**src/rtl/uart_rx_unit.sv**
```systemverilog
// uart_rx_unit: 8N1 UART receiver backing the memory-mapped UART registers.
//   udrr (cell 25) holds the last good byte; usr (cell 24) = {ERR, RXC}, sticky.
//   rd_ack (CPU read of cell 25) clears both status bits.
// Optional build macro: UART_RX_PARITY_EN adds an even-parity bit after the data.
module uart_rx_unit #(
    parameter int CLKS_PER_BIT = 868,
    parameter int CNT_W        = 16
) (
    input  logic       clk,
    input  logic       rst,
    input  logic       rx,
    input  logic       rd_ack,
    output logic [7:0] udrr,
    output logic [1:0] usr,
    output logic       rx_done
);

    localparam logic [CNT_W-1:0] BIT_END  = CNT_W'(CLKS_PER_BIT - 1);
    localparam logic [CNT_W-1:0] HALF_END = CNT_W'(CLKS_PER_BIT / 2 - 1);

`ifdef UART_RX_PARITY_EN
    typedef enum logic [2:0] {
        S_IDLE, S_START, S_DATA, S_PARITY, S_STOP, S_WAIT_HIGH
    } state_t;
`else
    typedef enum logic [2:0] {
        S_IDLE, S_START, S_DATA, S_STOP, S_WAIT_HIGH
    } state_t;
`endif

    state_t           state_q, state_d;
    logic             rx_meta_q, rx_s_q;
    logic [CNT_W-1:0] cnt_q, cnt_d;
    logic [2:0]       bit_q, bit_d;
    logic [7:0]       shift_q, shift_d;
    logic             par_err_q, par_err_d;
    logic [7:0]       udrr_q, udrr_d;
    logic             rxc_q, rxc_d;
    logic             err_q, err_d;
    logic             done_q, done_d;

    logic bit_end, half_end;
    assign bit_end  = (cnt_q == BIT_END);
    assign half_end = (cnt_q == HALF_END);

    // Two-flop synchronizer for the asynchronous serial line; resets to idle-high.
    // NOTE: clocked blocks use <= so every flop samples pre-edge values; = here would collapse the two stages into one.
    always_ff @(posedge clk) begin
        if (rst) begin
            rx_meta_q <= 1'b1;
            rx_s_q    <= 1'b1;
        end else begin
            rx_meta_q <= rx;
            rx_s_q    <= rx_meta_q;
        end
    end

    // State register together with the datapath and registered outputs.
    always_ff @(posedge clk) begin
        if (rst) begin
            state_q   <= S_IDLE;
            cnt_q     <= '0;
            bit_q     <= '0;
            shift_q   <= '0;
            par_err_q <= 1'b0;
            udrr_q    <= '0;
            rxc_q     <= 1'b0;
            err_q     <= 1'b0;
            done_q    <= 1'b0;
        end else begin
            state_q   <= state_d;
            cnt_q     <= cnt_d;
            bit_q     <= bit_d;
            shift_q   <= shift_d;
            par_err_q <= par_err_d;
            udrr_q    <= udrr_d;
            rxc_q     <= rxc_d;
            err_q     <= err_d;
            done_q    <= done_d;
        end
    end

    // Next-state logic: frame sequencing driven by the synchronized line.
    // NOTE: a default assignment before the case keeps every path assigned, so no latch is inferred.
    always_comb begin
        state_d = state_q;
        case (state_q)
            S_IDLE:      if (!rx_s_q) state_d = S_START;
            S_START:     if (half_end) state_d = rx_s_q ? S_IDLE : S_DATA;
`ifdef UART_RX_PARITY_EN
            S_DATA:      if (bit_end && bit_q == 3'd7) state_d = S_PARITY;
            S_PARITY:    if (bit_end) state_d = S_STOP;
`else
            S_DATA:      if (bit_end && bit_q == 3'd7) state_d = S_STOP;
`endif
            S_STOP:      if (bit_end) state_d = rx_s_q ? S_IDLE : S_WAIT_HIGH;
            S_WAIT_HIGH: if (rx_s_q) state_d = S_IDLE;
            default:     state_d = S_IDLE;
        endcase
    end

    // Output/datapath logic: bit timing, shifting, and status register updates.
    always_comb begin
        cnt_d     = cnt_q;
        bit_d     = bit_q;
        shift_d   = shift_q;
        par_err_d = par_err_q;
        udrr_d    = udrr_q;
        rxc_d     = rxc_q;
        err_d     = err_q;
        done_d    = 1'b0;

        // A CPU read clears status; a completing frame below may set bits again.
        if (rd_ack) begin
            rxc_d = 1'b0;
            err_d = 1'b0;
        end

        case (state_q)
            S_IDLE: begin
                cnt_d     = '0;
                bit_d     = '0;
                par_err_d = 1'b0;
            end
            S_START: begin
                cnt_d = half_end ? '0 : cnt_q + CNT_W'(1);
                bit_d = '0;
            end
            S_DATA: begin
                if (bit_end) begin
                    shift_d = {rx_s_q, shift_q[7:1]};
                    cnt_d   = '0;
                    bit_d   = bit_q + 3'd1;
                end else begin
                    cnt_d = cnt_q + CNT_W'(1);
                end
            end
`ifdef UART_RX_PARITY_EN
            S_PARITY: begin
                if (bit_end) begin
                    par_err_d = ^{shift_q, rx_s_q};
                    cnt_d     = '0;
                end else begin
                    cnt_d = cnt_q + CNT_W'(1);
                end
            end
`endif
            S_STOP: begin
                if (bit_end) begin
                    done_d = 1'b1;
                    cnt_d  = '0;
                    if (rx_s_q && !par_err_q) begin
                        if (!rxc_q || rd_ack) begin
                            udrr_d = shift_q;
                            rxc_d  = 1'b1;
                        end else begin
                            err_d = 1'b1;
                        end
                    end else begin
                        err_d = 1'b1;
                    end
                end else begin
                    cnt_d = cnt_q + CNT_W'(1);
                end
            end
            default: cnt_d = '0;
        endcase
    end

    assign udrr    = udrr_q;
    assign usr     = {err_q, rxc_q};
    assign rx_done = done_q;

endmodule

```
**config.mk**
```make
export PLATFORM = sky130hd
export DESIGN_NAME = uart_rx_unit
export DESIGN_NICKNAME = d
export VERILOG_FILES = /design/src/rtl/uart_rx_unit.sv
export SDC_FILE = /design/constraint.sdc
export NUM_CORES = 1
export LEC_CHECK = 0
export ABC_AREA = 1
export CORE_MARGIN = 5
export CORE_UTILIZATION = 30
export CTS_CLUSTER_SIZE = 16
export DETAILED_ROUTE_END_ITERATION = 16
export PLACE_DENSITY = 0.54
export SKIP_CTS_REPAIR_TIMING = 1
export SLEW_MARGIN = 20
export SYNTH_ARGS = -nofsm -noshare
export SYNTH_HDL_FRONTEND = slang
export SYNTH_SLANG_ARGS = --single-unit
export TNS_END_PERCENT = 5
```
**constraint.sdc**
```tcl
create_clock -name clk -period 1.5 [get_ports clk]
set_input_delay 0.3 -clock clk [delete_from_list [all_inputs] [get_ports clk]]
set_output_delay 0.3 -clock clk [all_outputs]
set_load 0.01 [all_outputs]
```
==> impl_metrics.ini, run 1 <==
[placed_design]
port-buffer-count = 14
gp_routability_congestion = 0.835
place_hpwl_mm = 3.13
place_inst = 411
placed_area_mm2 = 0.00243

[grt]
grt_usage_pct = 10.7
number_of_global_route_vias_before_repair = 1684
grt_start_max_net_pins = 19
first_pass_grt_wire_length_mm = 7.54
antenna_violations_before_repair = 0
grt_overflow_total = 0

[synthesis]
synth_sequential_area_ratio_pct = 41.1
post_synth_xor_area_fraction_pct = 2.51
post_synth_mux_area_share_pct = 0
syn_area_per_cell_um2 = 7.15
netlist_top_cells_area = sky130_fd_sc_hd__dfxtp_1 (41%), sky130_fd_sc_hd__nand2_1 (11%), sky130_fd_sc_hd__nor2_1 (9.7%)
synth_edf_count = 0
synth.yosys.warnings = 0
syn-cell-area_mm2 = 0.00210
syn_inst = 293
post-synth-top-count-cell = sky130_fd_sc_hd__nand2_1
ys_top_cells_by_count = sky130_fd_sc_hd__nand2_1 (64), sky130_fd_sc_hd__nor2_1 (54), sky130_fd_sc_hd__dfxtp_1 (43), sky130_fd_sc_hd__inv_1 (36), sky130_fd_sc_hd__o21ai_0 (14)
post-synth-top-area-cell = sky130_fd_sc_hd__dfxtp_1
synth_top_family_by_area = simple AND/OR/NAND/NOR gates
ys_dominant_reg_cell = sky130_fd_sc_hd__dfxtp_1
synth.lib_cells_used.distinct = 29
postSynthRegisterBits = 43
yosys.area_share.adder_pct = 2.39
synth_area_in_compound_gates_pct = 6.57
synth_simple_gate_area_share_pct = 37.6
synthDominantCellAreaShare_pct = 41.1
ys_async_sr_fraction_pct = 0
post_synthesis_net_count = 301

[detailed_routing]
num_vias = 1857
drcViolationCount = 0
post_drt_via_cell_ratio = 4.37
drt_first_pass_iters = 4
routed_wl_mm = 4.49
post_detailed_route_count_of_antenna_violating_nets = 0
drt_first_iter_violations = 92
routedWlPerCell_um = 10.6

[critical_path]
endpoint_kind_of_the_worst_setup_timing_path = flop
start_kind = flop
critPathMaxFanout = 6
cp_data_arrival_time_ns = 1.68
critical_path_required_ns = 1.74
crit_type = flop to flop

[clocking]
worst_skew_pair.late_latency_ns = 0.30
clock_tree.root_cell = sky130_fd_sc_hd__clkbuf_8
clock_tree.htree_level_count = 2
clk_pin_slew_worst_paths_ns = 0.08
cts-root-to-sink-buffers = 2
cts.sink_count = 43
clock_tree_from_tritoncts = done
cts_buffers = 5

[timing]
finalSetupViolations = 0
finClkSkew_ns = 0.00529
worstMarginPinSlew_ns = 0.316
grt_setup_unrepaired = yes
layout_min_cycle_time_ns = 1.44
final_hold_viol_count = 0
final_max_slew_viol_count = 0
timing.fmax_mhz = 694
relSlewSlack_pct = 78.9
final.period_utilization_pct = 96.0

[final_layout]
multi_input_comb_area_mm2 = 0.00111
layout.cells.non_filler = 425
seq_area_um2 = 870
layout-drive-gt1-share_pct = 20.7
syn_to_final_growth_pct = 29.0
fin_nets = 336
fill_cells = 692
post-route-cell-area_mm2 = 0.00270
finalCoreUtilization_pct = 39.8
antenna-diode-count = 0

[floorplan]
die-area_mm2 = 0.00876
die-height_um = 93.6
row_count = 30
placeable_core_region_mm2 = 0.00679
initial_utilization_pct = 30.8
io_pins = 15
die_span_x_um = 93.6

[run]
timing.max_cap.violations = 0

[run_status]
status = completed

[power_and_ir_drop]
cellPowerDensity_mw_per_mm2 = 1060
peakVddDrop_uv = 438
cellLeakagePower_uw = 0.00134
fin_total_pwr_uw = 2850

[min_path]
holdCritPathClass = flop to flop
[worst max-delay path, cell delays in order (launching register included)]
cell and delay, ns:
sky130_fd_sc_hd__dfxtp_2 0.36, sky130_fd_sc_hd__ha_4 0.17, sky130_fd_sc_hd__nand3_2 0.10, sky130_fd_sc_hd__nor2_4 0.17, sky130_fd_sc_hd__nand2_2 0.10, sky130_fd_sc_hd__nor2_4 0.13
sky130_fd_sc_hd__buf_4 0.16, sky130_fd_sc_hd__o21ai_0 0.08, sky130_fd_sc_hd__a21oi_1 0.11
[routing by layer]
| metal | vias up | part of all wire (%) | GRT usage (%) |
|---|---|---|---|
| li1 | 990 | - | - |
| met1 | 833 | 49 | 14.4 |
| met2 | 28 | 46 | 16.3 |
| met3 | 6 | 3.2 | 2.57 |
| met4 | 0 | 1.9 | 4.69 |
| met5 | - | 0 | 0 |
[layout make-up]
cell class                 count  share of cell area [%]
multi-input combinational    204                    41.3
sequential                    43                    32.2
timing repair buffer          35                    12.5
inverter                      39                    5.42
tap                           96                    4.44
clock buffer                   5                    2.55
clock inverter                 3                    1.62
[power breakdown]
| group | switching, uW | internal [uW] |
|---|---|---|
| Combinational | 449 | 255 |
| Sequential | 52.8 | 1190 |
| Clock | 413 | 496 |
[placed cells by master, fill, tap and decap left out, types with 6 or more instances in the layout]
cell type / instances
sky130_fd_sc_hd__dfxtp_1: 36
sky130_fd_sc_hd__inv_1: 34
sky130_fd_sc_hd__nand3_1: 12
sky130_fd_sc_hd__nand2_1: 61
sky130_fd_sc_hd__dfxtp_2: 7
sky130_fd_sc_hd__buf_4: 19
sky130_fd_sc_hd__dlymetal6s2s_1: 10
sky130_fd_sc_hd__o21ai_0: 13
sky130_fd_sc_hd__nor2_4: 7
sky130_fd_sc_hd__a21oi_1: 11
sky130_fd_sc_hd__nor2_1: 53
sky130_fd_sc_hd__nand2_2: 6
sky130_fd_sc_hd__nand4_1: 7
[path summary, 6_finish.rpt]
path                  start  cells past startpoint  slack (ns)        to
setup / recovery   cnt_q[0]                      8        0.06  bit_q[0]
hold / removal    rx_meta_q                      1        0.42    rx_s_q
setup reg to reg   cnt_q[0]                      8        0.06  bit_q[0]
hold reg to reg   rx_meta_q                      1        0.42    rx_s_q
[through the flow]
step	setup slack, ns	setup TNS (ns)	hold slack [ns]
5_1_grt	-0.0438	-0.471	0.442
3_5_place_dp	-0.119	-1.15	0.396
3_3_place_gp	-0.0752	-0.807	0.395
4_1_cts	-0.0610	-0.356	0.416
2_1_floorplan	0.116	0	0.389
6_report	0.0596	0	0.415
[cell families (layout without fill, tap and decap cells)]
logic type | Yosys count | in the layout
buf+inv | 47 | 82
simple gates | 166 | 167
xor+xnor | 6 | 6
flops | 43 | 43
fa+ha+maj | 4 | 4
compound gates | 27 | 27
[state kept, by name, summed over array words and instances (netlist names)]
signal / cells
cnt_q: 16
shift_q: 8
udrr: 8
bit_q: 3
state_q: 3
err_q: 1
rx_done: 1
rx_meta_q: 1
rx_s_q: 1
rxc_q: 1
Power figures use the tool's default switching activity.
==> run 2: changes to the inputs <==
--- a/config.mk
+++ b/config.mk
@@ -6,7 +6,6 @@
 export NUM_CORES = 1
 export LEC_CHECK = 0
 export ABC_AREA = 1
-export CORE_MARGIN = 5
 export CORE_UTILIZATION = 30
 export CTS_CLUSTER_SIZE = 16
 export DETAILED_ROUTE_END_ITERATION = 16
==> run 2 against run 1 <==
Compared with the run above: total power is 3.9% lower; via count is 1.7% lower; global-route usage is 0.96 points higher; first-iteration DRC count is 3.3% higher; utilization is 0.46 points lower; register-to-register slack hardly changed; maximum frequency is 1.5% lower; routed wire length is 0.71% lower; sequential cell count stayed put; final cell count is 4.7% lower; sequential power hardly changed.
==> impl_metrics.ini, run 2 (synthesized netlist as in run 1, its figures left out) <==
[critical_path]
critPathMaxStageDelay_ns = 0.53
cp_data_arrival_time_ns = 1.16
path_buf_inv = 1
crit_type = flop to output port
critical_path_required_ns = 1.20
cp_cell_sequence = clkdlybuf4s50_1
start_kind = flop
timing.critical_path.max_delay_family = buffers and inverters
crit_slowest_cell = sky130_fd_sc_hd__clkdlybuf4s50_1
r2r_slack_ns = 0.06
r2r-start = cnt_q[1]
endpoint_kind_of_the_worst_setup_timing_path = output port
critPathMaxFanout = 2
reg2regPathDepth = 10
r2r_end = cnt_q[11]

[power_and_ir_drop]
power.combinational.fraction_pct = 27.4
cellPowerDensity_mw_per_mm2 = 1030
cellLeakagePower_uw = 0.00126
net-switching-power_uw = 977
switching_fraction_of_total_power_pct = 35.6
power_report.internal_total_uw = 1770
power.share.sequential_pct = 45.2
clock_power_share_pct = 27.4
peakVddDrop_uv = 508

[final_layout]
antenna-diode-count = 0
fin_nets = 332
top_register = cnt_q
finalCoreUtilization_pct = 39.3
syn_to_final_growth_pct = 26.7
layout.cells.non_filler = 405
largest_register_ff_count = 16
layout.cells.most_common = sky130_fd_sc_hd__nand2_1
multi_input_comb_area_mm2 = 0.00116
seq_area_um2 = 871
fill_cells = 709
most-common-layout-cells = sky130_fd_sc_hd__nand2_1 (62), sky130_fd_sc_hd__nor2_1 (53), sky130_fd_sc_hd__inv_1 (36)
layout-drive-gt1-share_pct = 20.0

[grt]
antenna_violations_before_repair = 0
number_of_global_route_vias_before_repair = 1572
grt_start_max_net_pins = 22
grt_overflow_total = 0
first_pass_grt_wire_length_mm = 6.94
grt_usage_pct = 11.7

[timing]
final.period_utilization_pct = 97.5
grt_setup_unrepaired = yes
holdWs_ns = 0.411
finClkSkew_ns = 0.0123
relSlewSlack_pct = 78.1
layout_min_cycle_time_ns = 1.46
final_hold_viol_count = 0
final_max_slew_viol_count = 0
worstMarginPinSlew_ns = 0.328
finalSetupViolations = 0
timing.fmax_mhz = 684

[placed_design]
place_hpwl_mm = 2.92
place_inst = 389
port-buffer-count = 14
gp_routability_congestion = 0.762

[detailed_routing]
drt_first_pass_iters = 5
post_detailed_route_count_of_antenna_violating_nets = 0
drt_first_iter_violations = 95
drcViolationCount = 0
post_drt_via_cell_ratio = 4.51
routed_wl_mm = 4.46
routedWlPerCell_um = 11.0
num_vias = 1826

[clocking]
cts.sink_count = 43
clk_pin_slew_worst_paths_ns = 0.09
worst_skew_pair.late_latency_ns = 0.30
clock_tree.htree_level_count = 2
clock_tree.root_cell = sky130_fd_sc_hd__clkbuf_8
clock_tree_from_tritoncts = done
cts_buffers = 5
cts-root-to-sink-buffers = 2

[run]
timing.max_cap.violations = 0

[run_status]
status = completed

[floorplan]
initial_utilization_pct = 31.0
die-height_um = 85.6
row_count = 30
die-area_mm2 = 0.00732
placeable_core_region_mm2 = 0.00676
io_pins = 15
die_span_x_um = 85.6

[min_path]
timing.hold.worst_endpoint = rx_s_q
worstHoldStart = rx_meta_q
whs_path_depth = 1
holdCritPathClass = flop to flop
run 2: changes by cell type in the layout (fill, tap and decap cells not counted), moves of 2 or more:
cell	change
sky130_fd_sc_hd__buf_4	-5
sky130_fd_sc_hd__clkdlybuf4s50_1	+2
sky130_fd_sc_hd__dlymetal6s2s_1	-2
sky130_fd_sc_hd__inv_1	+2
sky130_fd_sc_hd__inv_2	-2
sky130_fd_sc_hd__nand2_2	-2
sky130_fd_sc_hd__nand2_4	+2
sky130_fd_sc_hd__nor2_4	+2
run 2: final cells by class:
class,count,area share (%)
clock inverter,3,0.942
tap,80,3.77
inverter,39,5.51
sequential,43,32.8
multi-input combinational,206,43.7
timing repair buffer,29,10.7
clock buffer,5,2.59
run 2: power groups by stage:
stage               sequential (uW)  combinational (uW)  clock, uW
finish                         1240                 751        753
global route                   1250                 838        822
CTS                            1230                 616        781
detailed placement             1260                 612          0
global placement               1260                 608          0
floorplan                      1250                 487          0
run 2: worst max-delay path by stage:
stage                       to  startpoint  cells after the start  slack (ns)
global placement       udrr[6]      rd_ack                      8       -0.09
finish                 udrr[0]     udrr[0]                      1        0.04
CTS                  cnt_q[14]    cnt_q[0]                      7       -0.06
global route        state_q[1]    cnt_q[1]                     11       -0.02
detailed placement     udrr[5]      rd_ack                      8       -0.14
floorplan           shift_q[0]    cnt_q[0]                      8        0.12
run 2: layer usage:
metal	up-vias	GRT usage, %	part of all wire [%]
met1	811	16.4	52
li1	980	-	-
met5	-	0	0
met3	5	2.60	2.9
met4	0	4.55	1.2
met2	30	17.4	43
run 2: through the flow:
stage | instance area (um2) | TNS, ns | total power, uW | setup slack [ns]
floorplan | 2100 | 0 | 1740 | 0.116
global placement | 2360 | -0.694 | 1870 | -0.0854
detailed placement | 2360 | -1.13 | 1870 | -0.143
CTS | 2460 | -0.211 | 2630 | -0.0586
global route | 2660 | -0.0717 | 2910 | -0.0247
finish | 2660 | 0 | 2740 | 0.0371
==> run 3: changes to the inputs <==
--- a/config.mk
+++ b/config.mk
@@ -9,6 +9,7 @@
 export CORE_UTILIZATION = 30
 export CTS_CLUSTER_SIZE = 16
 export DETAILED_ROUTE_END_ITERATION = 16
+export MAX_ROUTING_LAYER = met4
 export PLACE_DENSITY = 0.54
 export SKIP_CTS_REPAIR_TIMING = 1
 export SLEW_MARGIN = 20
==> run 3 against run 2 <==
Compared with the run above: largest power group unchanged; routed wire length is 0.40% higher; count of clock-buffer cells in the layout unchanged; sequential cell count is the same; final area stayed put; combinational power barely moved; global-route usage up 0.35 points; total power barely moved; critical endpoint unchanged; register-to-register slack hardly changed; via count grew 0.22%; first-iteration DRC count decreased by 9.5%; non-clock buffer count unchanged.
==> impl_metrics.ini, run 3 (synthesized netlist as in run 1, its figures left out) <==
[detailed_routing]
drt_first_iter_violations = 86
drcViolationCount = 0
num_vias = 1830
post_drt_via_cell_ratio = 4.52
routed_wl_mm = 4.47
post_detailed_route_count_of_antenna_violating_nets = 0
drt_first_pass_iters = 4
routedWlPerCell_um = 11.0

[final_layout]
antenna-diode-count = 0
largest_register_ff_count = 16
syn_to_final_growth_pct = 26.7
fin_nets = 332
top_register = cnt_q
layout.cells.most_common = sky130_fd_sc_hd__nand2_1
most-common-layout-cells = sky130_fd_sc_hd__nand2_1 (62), sky130_fd_sc_hd__nor2_1 (53), sky130_fd_sc_hd__inv_1 (36)
layout.cells.non_filler = 405
layout-drive-gt1-share_pct = 20.0

[clocking]
clock_tree.root_cell = sky130_fd_sc_hd__clkbuf_8
clock_tree.htree_level_count = 2
clock_tree_from_tritoncts = done
cts-root-to-sink-buffers = 2
clk_pin_slew_worst_paths_ns = 0.09
cts.sink_count = 43
worst_skew_pair.late_latency_ns = 0.30
cts_buffers = 5

[critical_path]
timing.critical_path.max_delay_family = buffers and inverters
crit_slowest_cell = sky130_fd_sc_hd__clkdlybuf4s50_1
path_buf_inv = 1
start_kind = flop
cp_data_arrival_time_ns = 1.16
critPathMaxFanout = 2
cp_cell_sequence = clkdlybuf4s50_1
critPathMaxStageDelay_ns = 0.53
endpoint_kind_of_the_worst_setup_timing_path = output port
critical_path_required_ns = 1.20
crit_type = flop to output port

[power_and_ir_drop]
power.share.sequential_pct = 45.2
switching_fraction_of_total_power_pct = 35.7
power_report.internal_total_uw = 1770
clock_power_share_pct = 27.4
cellPowerDensity_mw_per_mm2 = 1030
net-switching-power_uw = 980
power.combinational.fraction_pct = 27.4
peakVddDrop_uv = 507
cellLeakagePower_uw = 0.00126

[grt]
antenna_violations_before_repair = 0
grt_overflow_total = 0
number_of_global_route_vias_before_repair = 1571
grt_usage_pct = 12.0
first_pass_grt_wire_length_mm = 6.95
grt_start_max_net_pins = 22

[floorplan]
die-area_mm2 = 0.00732
placeable_core_region_mm2 = 0.00676
die-height_um = 85.6
initial_utilization_pct = 31.0
io_pins = 15
row_count = 30
die_span_x_um = 85.6

[run]
timing.max_cap.violations = 0

[timing]
layout_min_cycle_time_ns = 1.46
timing.fmax_mhz = 683
relSlewSlack_pct = 75.7
final.period_utilization_pct = 97.5
setup_total_negative_slack_ns = 0
final_hold_viol_count = 0
finClkSkew_ns = 0.0128
final_max_slew_viol_count = 0
finalSetupViolations = 0
grt_setup_unrepaired = yes
worstMarginPinSlew_ns = 0.363
holdWs_ns = 0.411

[run_status]
status = completed

[placed_design]
gp_routability_congestion = 0.772
place_hpwl_mm = 2.92
port-buffer-count = 14
place_inst = 389

[min_path]
holdCritPathClass = flop to flop
[run 3: power by group through the flow]
stage / clock network [uW] / logic (uW) / registers, uW
final: 752 / 753 / 1240
after global placement: 0 / 608 / 1260
after detailed placement: 0 / 612 / 1260
after CTS: 781 / 616 / 1230
after floorplan: 0 / 487 / 1250
after global routing: 822 / 838 / 1250
[run 3: worst paths after layout]
check / startpoint / to / slack (ns) / depth (start not counted)
worst min-delay path: rx_meta_q / rx_s_q / 0.41 / 1
worst max register to register: cnt_q[1] / cnt_q[11] / 0.06 / 10
worst max-delay path: udrr[0] / udrr[0] / 0.04 / 1
worst min register to register: rx_meta_q / rx_s_q / 0.41 / 1
[run 3: stage by stage]
stage                     setup slack (ns)  cell area [um2]  total power (uW)  utilization [%]
after global placement             -0.0854             2360              1870             35.0
after detailed placement            -0.143             2360              1870             35.0
final                               0.0368             2660              2750             39.3
after global routing               -0.0247             2660              2910             39.3
after CTS                          -0.0586             2460              2630             36.4
after floorplan                      0.116             2100              1740                -
[run 3: layer usage]
| metal | share of wire [%] | global-route usage [%] | routed length [um] | up-vias |
|---|---|---|---|---|
| li1 | - | - | - | 978 |
| met1 | 53 | 16.4 | 2350 | 813 |
| met2 | 43 | 17.4 | 1920 | 35 |
| met3 | 3.2 | 2.60 | 145 | 4 |
| met4 | 1.2 | 4.55 | 53 | 0 |
| met5 | 0 | - | 0 | - |
[run 3: final cells by class]
type                            instances  area, um2
Fill cell                             709       4100
Multi-Input combinational cell        206       1160
Sequential cell                        43        871
Timing Repair Buffer                   29        285
Inverter                               39        146
Tap cell                               80        100
Clock buffer                            5       68.8
Clock inverter                          3       25.0
